[config.mk]
export PLATFORM = sky130hd
export DESIGN_NAME = alu_scheduler
export DESIGN_NICKNAME = d
export VERILOG_FILES = /design/src/rtl/alu_scheduler.sv
export SDC_FILE = /design/constraint.sdc
export NUM_CORES = 1
export LEC_CHECK = 0
export ABC_AREA = 0
export CAP_MARGIN = 0
export CORE_MARGIN = 4
export CORE_UTILIZATION = 39
export CTS_BUF_LIST = sky130_fd_sc_hd__clkbuf_8
export DETAILED_ROUTE_END_ITERATION = 12
export GPL_ROUTABILITY_DRIVEN = 1
export GPL_TIMING_DRIVEN = 1
export PLACE_DENSITY = 0.9
export SETUP_SLACK_MARGIN = 0.02
export SYNTH_ARGS = -nofsm -noshare
export SYNTH_HDL_FRONTEND = slang
export SYNTH_SLANG_ARGS = --single-unit
[constraint.sdc]
create_clock -name i_clock -period 2 [get_ports i_clock]
set_clock_uncertainty 0.15 [all_clocks]
set_input_delay 0.4 -clock i_clock [delete_from_list [all_inputs] [get_ports i_clock]]
set_output_delay 0.4 -clock i_clock [all_outputs]
set_load 0.005 [all_outputs]
[src/rtl/alu_scheduler.sv]
// Two-requester round-robin front end for a shared combinational ALU.
// Each accepted operation runs IDLE -> EXEC -> RESP and returns a tagged, registered result.
module alu_scheduler #(
    parameter int NB_DATA   = 8,
    parameter int NB_OPCODE = 6
) (
    input  logic                 i_clock,
    input  logic                 i_reset,
    input  logic                 i_req0_valid,
    input  logic [NB_DATA-1:0]   i_req0_a,
    input  logic [NB_DATA-1:0]   i_req0_b,
    input  logic [NB_OPCODE-1:0] i_req0_op,
    output logic                 o_req0_ready,
    input  logic                 i_req1_valid,
    input  logic [NB_DATA-1:0]   i_req1_a,
    input  logic [NB_DATA-1:0]   i_req1_b,
    input  logic [NB_OPCODE-1:0] i_req1_op,
    output logic                 o_req1_ready,
    output logic [NB_DATA-1:0]   o_alu_a,
    output logic [NB_DATA-1:0]   o_alu_b,
    output logic [NB_OPCODE-1:0] o_alu_op,
    input  logic [NB_DATA-1:0]   i_alu_result,
    output logic                 o_rsp_valid,
    output logic                 o_rsp_id,
    output logic [NB_DATA-1:0]   o_rsp_result,
    output logic                 o_rsp_error,
    input  logic                 i_rsp_ready
);

    localparam logic [NB_OPCODE-1:0] OP_ADD = NB_OPCODE'(6'b100000);
    localparam logic [NB_OPCODE-1:0] OP_SUB = NB_OPCODE'(6'b100010);
    localparam logic [NB_OPCODE-1:0] OP_AND = NB_OPCODE'(6'b100100);
    localparam logic [NB_OPCODE-1:0] OP_OR  = NB_OPCODE'(6'b100101);
    localparam logic [NB_OPCODE-1:0] OP_XOR = NB_OPCODE'(6'b100110);
    localparam logic [NB_OPCODE-1:0] OP_SRA = NB_OPCODE'(6'b000011);
    localparam logic [NB_OPCODE-1:0] OP_SRL = NB_OPCODE'(6'b000010);
    localparam logic [NB_OPCODE-1:0] OP_NOR = NB_OPCODE'(6'b100111);

    typedef enum logic [1:0] {
        IDLE = 2'd0,
        EXEC = 2'd1,
        RESP = 2'd2
    } state_t;

    state_t               state;
    state_t               state_next;
    logic                 last_grant;
    logic                 grant;
    logic                 grant_valid;
    logic                 accept;
    logic                 op_legal;
    logic [NB_DATA-1:0]   alu_a;
    logic [NB_DATA-1:0]   alu_b;
    logic [NB_OPCODE-1:0] alu_op;
    logic                 rsp_id;
    logic [NB_DATA-1:0]   rsp_result;
    logic                 rsp_error;

    // Round-robin: on a tie the requester not served last wins.
    always_comb begin
        grant_valid = i_req0_valid | i_req1_valid;
        grant       = 1'b0;
        if (i_req0_valid && i_req1_valid) begin
            grant = ~last_grant;
        end else if (i_req1_valid) begin
            grant = 1'b1;
        end
    end

    // Gating with i_reset keeps both readies low while reset is held.
    assign o_req0_ready = i_reset && (state == IDLE) && grant_valid && !grant;
    assign o_req1_ready = i_reset && (state == IDLE) && grant_valid && grant;
    assign accept       = (o_req0_ready && i_req0_valid) || (o_req1_ready && i_req1_valid);

    always_comb begin
        op_legal = 1'b0;
        case (alu_op)
            OP_ADD, OP_SUB, OP_AND, OP_OR,
            OP_XOR, OP_SRA, OP_SRL, OP_NOR: op_legal = 1'b1;
            default:                        op_legal = 1'b0;
        endcase
    end

    always_comb begin
        state_next = state;
        case (state)
            IDLE:    if (accept) state_next = EXEC;
            EXEC:    state_next = RESP;
            RESP:    if (i_rsp_ready) state_next = IDLE;
            default: state_next = IDLE;
        endcase
    end

    always_ff @(posedge i_clock or negedge i_reset) begin
        if (!i_reset) begin
            state <= IDLE;
        end else begin
            state <= state_next;
        end
    end

    always_ff @(posedge i_clock or negedge i_reset) begin
        if (!i_reset) begin
            alu_a      <= '0;
            alu_b      <= '0;
            alu_op     <= '0;
            rsp_id     <= 1'b0;
            last_grant <= 1'b1;
            rsp_result <= '0;
            rsp_error  <= 1'b0;
        end else begin
            if (accept) begin
                alu_a      <= grant ? i_req1_a  : i_req0_a;
                alu_b      <= grant ? i_req1_b  : i_req0_b;
                alu_op     <= grant ? i_req1_op : i_req0_op;
                rsp_id     <= grant;
                last_grant <= grant;
            end
            if (state == EXEC) begin
                rsp_result <= op_legal ? i_alu_result : '0;
                rsp_error  <= !op_legal;
            end
        end
    end

    assign o_alu_a      = alu_a;
    assign o_alu_b      = alu_b;
    assign o_alu_op     = alu_op;
    assign o_rsp_valid  = (state == RESP);
    assign o_rsp_id     = rsp_id;
    assign o_rsp_result = rsp_result;
    assign o_rsp_error  = rsp_error;

endmodule

==> summary.txt <==
Reg power frac: 0.388
Num CTS Buffers: 5
P per Cell Area: 1130 nW/µm²
Synth Register Bits: 35
Die W: 72.4 µm
Sw Ratio: 0.303
clock sinks: 35
max_slew headroom: 0.701
DRT Wirelength: 4800 µm
gr ovfl total: 0
gr usage total: 0.191
# DRC: 0
r2r setup slk: 140 ps
Top Ports: 92
most frequent cells in the layout: clkdlybuf4s50_1 (87), dfrtp_1 (34), o32ai_1 (22)
PortBufs: 91
period utilization: 1.00
commonest non-fill, non-tap cell in the layout: clkdlybuf4s50_1
Slew Viols, Final: 0
maximum buffer depth of the clock tree: 2
fin util: 0.676
critical path's slowest cell: or3b_4
vias in the first global route: 1513
antenna violations before repair: 0
CP required: 1450 ps
sequential area share after synthesis: 0.543
final hold vios: 0
slowest stage delay, CP: 430 ps
RSZ-0062 raised after global routing: yes
Worst-Skew Late Latency: 280 ps
worst slew pin tran: 448 ps
DPL Wire Length: 3480 µm
final setup fails: 1
Post-Layout Cell Count: 270
Cells after DPL: 260
largest net degree at the start of global routing: 37
layout cells sized above 1: 0.173
Distinct cells, synth: 27
post-synthesis cell count: 122
Post-CTS Hold Fix Bufs: 0
clock transition time at the flip-flop clock pins of the worst setup and hold paths: 70 ps
crit-path cells: or3b_4, buf_6, nor3_2, buf_2
DR vias: 1477
Final GP Congestion: 0.738
max frequency: 498 MHz
Cell Area, Synth: 1620 µm²
Clock Power Share: 0.160
Ys Warns: 0
Fin Hold WS: 14.6 ps
core area: 4000 µm²
TritonCTS clock tree: built
Initial Util: 0.404
status: finished, violations left
drt first pass iters: 4
Tmin final: 2010 ps
H-Tree Depth: 2
Worst EP arrival: 1460 ps
Worst VDD drop: 0.681 mV
Max Cap Viol: 0
combinational power share: 0.452
DIE AREA: 5240 µm²
Via density: 5.47
Die Y-Extent: 72.4 µm
site row count: 23
Leakage: 1.09 nW
Crit Path Max Fanout: 2
violated checks: setup timing
post-route ant nets: 0
clock root buffer master: clkbuf_8
Nets: 276
Syn Area/Cell: 13.2 µm²
DR WL/cell: 17.8 µm
ant diodes: 0
startpoint types: flip-flop
worst hold path type: in2async
first-pass GRT wire length: 7560 µm
Sw Pwr: 925 µW
setup tns final: -6.39 ps
number of fill cells in the layout: 300
area delta synth->final: 67.4%
WS Path Type: reg2out
Detailed Route Iter0 Violations: 47
syn_nets: 179
setup ws final: -6.39 ps
Worst setup EP type: output port
Int Pwr: 2.13 mW
-- cell families (layout without fill, tap and decap cells) --
group                  Yosys count  count (layout)  share of synthesized area
AOI/OAI and AO/OA               59              59                      0.348
buffers and inverters           15             113                     0.0480
and+or+nand+nor                 13              13                     0.0612
DFF                             35              35                      0.543
-- layer usage --
metal | vias to the layer above | wire length, µm | GRT usage
met5 | - | 0 | 0
met4 | 0 | 89 | 0.0710
met3 | 8 | 473 | 0.0789
met2 | 67 | 2350 | 0.307
met1 | 714 | 1880 | 0.228
li1 | 688 | - | -
-- final cells by class --
cell class / count / area, µm² / share of cell area
multi-input cells: 72 / 681 / 0.252
inverters: 3 / 11.3 / 0.00416
clock buffers: 5 / 68.8 / 0.0255
repair buffers: 102 / 987 / 0.365
flip-flops and latches: 35 / 877 / 0.324
well taps: 50 / 62.6 / 0.0231
clock inverters: 3 / 16.3 / 0.00602
-- synthesized netlist by cell type --
cell type / instances / area share
dfrtp_1: 34 / 0.53
o32ai_1: 22 / 0.12
a2bb2oi_1: 13 / 0.070
a2bb2oi_2: 9 / 0.084
a22o_1: 8 / 0.043
clkbuf_1: 7 / 0.016
inv_1: 3 / 0.0070
a21oi_1: 2 / 0.0062
buf_2: 2 / 0.0062
buf_6: 2 / 0.014
nand2b_1: 2 / 0.0077
nor2_1: 2 / 0.0046
nor2b_1: 2 / 0.0077
a211o_1: 1 / 0.0054
a21bo_2: 1 / 0.0062
a31oi_1: 1 / 0.0039
and2_0: 1 / 0.0039
buf_4: 1 / 0.0046
dfstp_2: 1 / 0.016
nand3b_1: 1 / 0.0046
nor2_8: 1 / 0.012
nor3_1: 1 / 0.0031
nor3b_1: 1 / 0.0046
nor4b_1: 1 / 0.0054
o211a_1: 1 / 0.0062
o21ai_0: 1 / 0.0031
or3b_4: 1 / 0.0070
-- power groups by stage --
stage               sequential (mW)  clock (mW)  combinational, mW
global placement               1.18           0               1.35
detailed placement             1.19           0               1.38
CTS                            1.18       0.503               1.39
floorplan                      1.19           0              0.567
global route                   1.22       0.530               1.49
finish                         1.18       0.490               1.38
-- through the flow --
stage / setup WS (ps) / cell area [µm²] / power, mW
final: -6.39 / 2700 / 3.05
after global routing: -49.4 / 2700 / 3.24
after detailed placement: -321 / 2590 / 2.57
after floorplan: 401 / 1620 / 1.76
after global placement: -328 / 2590 / 2.53
after CTS: -10.1 / 2700 / 3.08
-- worst paths after layout --
| path | startpoint | endpoint | cells past startpoint |
|---|---|---|---|
| max | state[1] | o_req0_ready | 4 |
| min | i_reset | o_alu_b[7] | 2 |
| max reg2reg | state[1] | o_alu_a[3] | 5 |
| min reg2reg | o_rsp_result[5] | o_rsp_result[5] | 1 |
| max in group asynchronous | i_reset | last_grant | 2 |
| min in group i_clock | o_rsp_result[5] | o_rsp_result[5] | 1 |
-- what timing repair did --
action                                 CTS  global route
buffers inserted                         2             0
resized for setup                       11             1
pin swaps                                2             2
endpoints found under the hold margin    0             0
setup endpoints to repair                3             3
-- worst max-delay path: cells and delay by family, from the launching register on --
kind	cells	cell delay (ps)
DFF	1	380
buffers and inverters	2	280
and+or+nand+nor	2	510
-- flip-flops by register name (all words and copies together) (netlist names) --
register	count
o_alu_b	8
o_rsp_error	1
o_rsp_id	1
state	2
o_alu_op	6
o_alu_a	8
last_grant	1
o_rsp_result	8
(Power assumes the default switching activity.)
